<file path="src/rtl/dpram_test_sequencer.sv">
// rtl/dpram_test_sequencer.sv - dual-port RAM march sequencer: write A / read B, write ~B / read A
// Checks each read one cycle after issue and reports error count and first failing location.
module dpram_test_sequencer #(
    parameter int DATA_WIDTH = 1,
    parameter int ADDR_WIDTH = 1
) (
    input  logic                  CLK,
    input  logic                  RST,
    input  logic                  START,
    input  logic [DATA_WIDTH-1:0] SEED,
    output logic [ADDR_WIDTH-1:0] ADDR_A,
    output logic [ADDR_WIDTH-1:0] ADDR_B,
    output logic [DATA_WIDTH-1:0] DI_A,
    output logic [DATA_WIDTH-1:0] DI_B,
    output logic                  WE_A,
    output logic                  WE_B,
    output logic                  EN_A,
    output logic                  EN_B,
    input  logic [DATA_WIDTH-1:0] DO_A,
    input  logic [DATA_WIDTH-1:0] DO_B,
    input  logic                  DO_VALID_A,
    input  logic                  DO_VALID_B,
    output logic                  BUSY,
    output logic                  DONE,
    output logic                  PASS,
    output logic [15:0]           ERR_COUNT,
    output logic [ADDR_WIDTH-1:0] FIRST_ERR_ADDR,
    output logic                  FIRST_ERR_PORT
);

    typedef enum logic [2:0] {
        S_IDLE, S_WR_A, S_RD_B, S_DRAIN_B, S_WR_B, S_RD_A, S_DRAIN_A, S_DONE
    } state_t;

    function automatic logic [DATA_WIDTH-1:0] pat(input logic [ADDR_WIDTH-1:0] a,
                                                  input logic [DATA_WIDTH-1:0] s);
        return DATA_WIDTH'(a) ^ s;
    endfunction

    state_t                  state_q, state_d;
    logic [ADDR_WIDTH-1:0]   addr_q, addr_d;
    logic [DATA_WIDTH-1:0]   seed_q, seed_d;
    logic [15:0]             err_count_q, err_count_d;
    logic                    first_flag_q, first_flag_d;
    logic [ADDR_WIDTH-1:0]   first_addr_q, first_addr_d;
    logic                    first_port_q, first_port_d;
    logic                    chk_a_q, chk_a_d, chk_b_q, chk_b_d;
    logic [ADDR_WIDTH-1:0]   chk_addr_a_q, chk_addr_a_d, chk_addr_b_q, chk_addr_b_d;
    logic                    en_a_q, en_a_d, we_a_q, we_a_d, en_b_q, en_b_d, we_b_q, we_b_d;
    logic [ADDR_WIDTH-1:0]   addr_a_q, addr_a_d, addr_b_q, addr_b_d;
    logic [DATA_WIDTH-1:0]   di_a_q, di_a_d, di_b_q, di_b_d;
    logic                    err_a, err_b, last_addr;

    always_comb begin
        state_d      = state_q;
        addr_d       = addr_q;
        seed_d       = seed_q;
        err_count_d  = err_count_q;
        first_flag_d = first_flag_q;
        first_addr_d = first_addr_q;
        first_port_d = first_port_q;
        last_addr    = &addr_q;

        // A read visible on the registered outputs is checked on the following cycle.
        chk_a_d      = en_a_q & ~we_a_q;
        chk_b_d      = en_b_q & ~we_b_q;
        chk_addr_a_d = addr_a_q;
        chk_addr_b_d = addr_b_q;

        err_a = chk_a_q && (!DO_VALID_A || (DO_A != ~pat(chk_addr_a_q, seed_q)));
        err_b = chk_b_q && (!DO_VALID_B || (DO_B != pat(chk_addr_b_q, seed_q)));

        if (err_a || err_b) begin
            if (err_count_q != 16'hFFFF) begin
                err_count_d = err_count_q + 16'd1;
            end
            if (!first_flag_q) begin
                first_flag_d = 1'b1;
                first_addr_d = err_b ? chk_addr_b_q : chk_addr_a_q;
                first_port_d = err_b;
            end
        end

        unique case (state_q)
            S_IDLE, S_DONE: begin
                if (START) begin
                    state_d      = S_WR_A;
                    addr_d       = '0;
                    seed_d       = SEED;
                    err_count_d  = '0;
                    first_flag_d = 1'b0;
                    first_addr_d = '0;
                    first_port_d = 1'b0;
                end
            end
            S_WR_A: begin
                addr_d = addr_q + ADDR_WIDTH'(1);
                if (last_addr) state_d = S_RD_B;
            end
            S_RD_B: begin
                addr_d = addr_q + ADDR_WIDTH'(1);
                if (last_addr) state_d = S_DRAIN_B;
            end
            S_DRAIN_B: state_d = S_WR_B;
            S_WR_B: begin
                addr_d = addr_q + ADDR_WIDTH'(1);
                if (last_addr) state_d = S_RD_A;
            end
            S_RD_A: begin
                addr_d = addr_q + ADDR_WIDTH'(1);
                if (last_addr) state_d = S_DRAIN_A;
            end
            S_DRAIN_A: state_d = S_DONE;
            default:   state_d = S_IDLE;
        endcase

        // RAM-side controls are derived from the next state so they register in step with it.
        en_a_d   = 1'b0;
        we_a_d   = 1'b0;
        addr_a_d = '0;
        di_a_d   = '0;
        en_b_d   = 1'b0;
        we_b_d   = 1'b0;
        addr_b_d = '0;
        di_b_d   = '0;
        unique case (state_d)
            S_WR_A: begin
                en_a_d   = 1'b1;
                we_a_d   = 1'b1;
                addr_a_d = addr_d;
                di_a_d   = pat(addr_d, seed_d);
            end
            S_RD_B: begin
                en_b_d   = 1'b1;
                addr_b_d = addr_d;
            end
            S_WR_B: begin
                en_b_d   = 1'b1;
                we_b_d   = 1'b1;
                addr_b_d = addr_d;
                di_b_d   = ~pat(addr_d, seed_d);
            end
            S_RD_A: begin
                en_a_d   = 1'b1;
                addr_a_d = addr_d;
            end
            default: ;
        endcase
    end

    always_ff @(posedge CLK) begin
        if (RST) begin
            state_q      <= S_IDLE;
            addr_q       <= '0;
            seed_q       <= '0;
            err_count_q  <= '0;
            first_flag_q <= 1'b0;
            first_addr_q <= '0;
            first_port_q <= 1'b0;
            chk_a_q      <= 1'b0;
            chk_b_q      <= 1'b0;
            chk_addr_a_q <= '0;
            chk_addr_b_q <= '0;
            en_a_q       <= 1'b0;
            we_a_q       <= 1'b0;
            addr_a_q     <= '0;
            di_a_q       <= '0;
            en_b_q       <= 1'b0;
            we_b_q       <= 1'b0;
            addr_b_q     <= '0;
            di_b_q       <= '0;
        end else begin
            state_q      <= state_d;
            addr_q       <= addr_d;
            seed_q       <= seed_d;
            err_count_q  <= err_count_d;
            first_flag_q <= first_flag_d;
            first_addr_q <= first_addr_d;
            first_port_q <= first_port_d;
            chk_a_q      <= chk_a_d;
            chk_b_q      <= chk_b_d;
            chk_addr_a_q <= chk_addr_a_d;
            chk_addr_b_q <= chk_addr_b_d;
            en_a_q       <= en_a_d;
            we_a_q       <= we_a_d;
            addr_a_q     <= addr_a_d;
            di_a_q       <= di_a_d;
            en_b_q       <= en_b_d;
            we_b_q       <= we_b_d;
            addr_b_q     <= addr_b_d;
            di_b_q       <= di_b_d;
        end
    end

    assign ADDR_A         = addr_a_q;
    assign ADDR_B         = addr_b_q;
    assign DI_A           = di_a_q;
    assign DI_B           = di_b_q;
    assign WE_A           = we_a_q;
    assign WE_B           = we_b_q;
    assign EN_A           = en_a_q;
    assign EN_B           = en_b_q;
    assign BUSY           = (state_q != S_IDLE) && (state_q != S_DONE);
    assign DONE           = (state_q == S_DONE);
    assign PASS           = (state_q == S_DONE) && (err_count_q == 16'd0);
    assign ERR_COUNT      = err_count_q;
    assign FIRST_ERR_ADDR = first_addr_q;
    assign FIRST_ERR_PORT = first_port_q;

endmodule

</file>
<file path="config.mk">
export PLATFORM = sky130hd
export DESIGN_NAME = dpram_test_sequencer
export DESIGN_NICKNAME = d
export VERILOG_FILES = /design/src/rtl/dpram_test_sequencer.sv
export SDC_FILE = /design/constraint.sdc
export NUM_CORES = 1
export LEC_CHECK = 0
export ABC_AREA = 0
export BUFFER_PORTS_ARGS = -buffer_cell sky130_fd_sc_hd__buf_2
export CAP_MARGIN = 10
export CELL_PAD_IN_SITES_DETAIL_PLACEMENT = 2
export CELL_PAD_IN_SITES_GLOBAL_PLACEMENT = 2
export CORE_MARGIN = 5
export CORE_UTILIZATION = 34
export CTS_CLUSTER_DIAMETER = 60
export DETAILED_ROUTE_END_ITERATION = 10
export GPL_ROUTABILITY_DRIVEN = 0
export PLACE_DENSITY = 0.81
export SETUP_SLACK_MARGIN = 0.5
export SYNTH_ARGS = -nofsm -noshare
export SYNTH_HDL_FRONTEND = slang
export SYNTH_SLANG_ARGS = --single-unit
</file>
<file path="constraint.sdc">
create_clock -name CLK -period 3 [get_ports CLK]
set_input_delay 0.6 -clock CLK [delete_from_list [all_inputs] [get_ports CLK]]
set_output_delay 0.6 -clock CLK [all_outputs]
set_load 0.01 [all_outputs]
</file>
==> run metrics <==
status finished clean; Setup-failing EPs final 0; Layout area overhead 19.5%; Post-CTS Setup Inserts 0; first-pass GRT wire length 9600 µm; top post-synthesis cells by area dfxtp_1, nand2_1, a21oi_1; Post-DP Area 2090 µm²; clk_lat worst skew 0.30 ns; wire length on met3 136 µm; Clock Skew 0.00471 ns; Data arrival, critical path 1.69 ns; Synth area leader dfxtp_1; Final Critical Period 2.29 ns; Die Span Y 83.8 µm; H-tree levels 2; Req. time, crit path 2.40 ns; Root Buffer clkbuf_8; Clock Sinks 36; Worst-Margin Slew 0.633 ns; hold-critical path depth 1; Yosys warnings 0; Highest Signal Layer met4; initial antenna violation count 0; synthesized flop and latch total 36; Initial Utilization 0.356; Leak 0.000898 µW; Post-Synthesis Cell Area 1850 µm²; Setup crit start kind register; slew margin rel. 0.575; die width 83.8 µm; worst path cell trace inv_1, nor2_2, nand4_1, nor2_1, buf_2; Global Route Usage Sum 0.167; register cell area after layout 729 µm²; GRT overflow 0; Yosys cell types 49; CTS Hold Bufs 0; design area 2210 µm²; crit-path max cell delay 0.50 ns; sequential share of the synthesized area 0.389; max cap viols 0; Pre-antenna DRT Iters 4; ys async rst share 0; syn_nets 228; initial DRC count 111; post-DP HPWL 4200 µm; Worst setup EP type primary output; Final Max Slew Viols 0; Peak VDD IR 0.199 mV; Fin Hold WS 0.415 ns; Port Buffers 36; Reg2Reg Depth 5; drt drc 0; share of the synthesized area in the top cell type 0.389; Tcrit/Tclk final 0.765; Ant. Diodes 0; hold crit path type reg2reg; WL per Instance 17.5 µm; vias 1747; worst setup path category reg2out; cell count after placement 316; Metal-1 WL 2750 µm; Post-Syn Instances 218; max reg flops 16; largest net degree at the start of global routing 21; non-filler cells, final 324; TritonCTS clock tree done; Tot Pwr 1100 µW; Pwr Density 499 nW/µm²; Num CTS Buffers 5; clock-pin slew on the worst setup and hold paths 0.08 ns; layout cells sized above 1 0.240; Via density 5.39; RSZ-0062 raised after global routing no; Syn Area/Cell 8.49 µm²; Multi-input gate area 1060 µm²; metal2 WL 2710 µm; final setup TNS 0 ns; Commonest cells post-synth dfxtp_1, nand2_1, nor2_1; die area 7020 µm²; top-count cell post-synth dfxtp_1; critical path peak fanout 16; Final Hold Fails 0; FP Rows 26; most common flop cell mapped by yosys dfxtp_1; I/O Pins 37; Final #Nets 263; Antenna Violating Nets Remaining 0; core box area 5200 µm²; vias in the first global route 1867; number of synthesized flops with an enable pin 0; Routed WL 5670 µm; Max clock buf depth 2; fmax 436 MHz; fill count 592; Worst path slowest cell dfxtp_2
==> layout by cell type (no fill, tap or decap), drive strengths merged, types with 2 or more instances in the layout <==
cell type  synthesis  layout
or3                2       2
nor2b              6       6
nand3b             2       2
o21a               3       3
nand2b             3       3
nand4              3       3
nor3               8       8
dfxtp             36      36
clkbuf             8       5
or4                4       4
mux2i              4       4
ha                 2       2
and3               5       5
a2111oi            2       2
nand3              5       5
a31oi              4       4
and2               4       4
a21oi             16      16
nand2             23      23
nor2              21      21
nor3b              4       4
o21ai              8       8
nor4               6       6
a31o               5       5
buf                1      37
xnor2              2       2
inv                9       9
o31ai              5       5
==> power by group <==
part,internal (µW),switching (µW)
clock,246,193
sequential,497,26.8
combinational,64.4,76.9
total,808,297
==> logic make-up (layout without fill, tap and decap cells) <==
family | after synthesis | after routing | share of synthesized area
AND/OR/NAND/NOR | 98 | 98 | 0.271
buffers and inverters | 18 | 54 | 0.0406
adder cells (fa/ha/maj) | 2 | 2 | 0.0135
XOR/XNOR | 4 | 4 | 0.0352
AO/OA/AOI/OAI | 56 | 56 | 0.229
multiplexers | 4 | 4 | 0.0216
flip-flops | 36 | 36 | 0.389
==> metrics by stage <==
step                      setup WS (ns)  utilization
after global placement            0.681        0.401
after CTS                         0.609        0.424
after detailed placement          0.710        0.401
final                             0.706        0.425
after floorplan                   0.871            -
after global routing              0.582        0.425
==> worst paths after layout <==
kind | from | endpoint | slack, ns
min | WE_B$_SDFF_PP0_ | chk_b_q$_SDFF_PP0_ | 0.42
min reg2reg | WE_B$_SDFF_PP0_ | chk_b_q$_SDFF_PP0_ | 0.42
max reg2reg | seed_q$_SDFF_PP0_ | ERR_COUNT[12]$_SDFF_PP0_ | 0.88
max | state_q[2]$_SDFF_PP0_ | PASS | 0.71
==> timing repair <==
| item | in CTS | in global routing |
|---|---|---|
| gates resized for setup | 3 | 3 |
| pin swaps | 0 | 0 |
| endpoints found under the setup margin | 1 | 1 |
==> per-layer routing <==
layer / vias up / GRT usage
met1: 860 / 0.219
met2: 20 / 0.275
met4: 0 / 0.0482
met3: 7 / 0.0355
met5: - / 0
li1: 860 / -
==> worst max-delay path: cells and delay by family, from the launching register on <==
kind          cells  cell delay [ns]
flops             1             0.50
simple gates      3             0.56
buf+inv           2             0.34
==> layout make-up <==
class,instances,area share
clock buffer,5,0.0311
clock inverter,3,0.0192
inverter,9,0.0153
multi-input combinational,164,0.480
sequential,36,0.330
tap,70,0.0396
timing repair buffer,37,0.0848
Note: power is estimated with default switching activity, not from simulation.
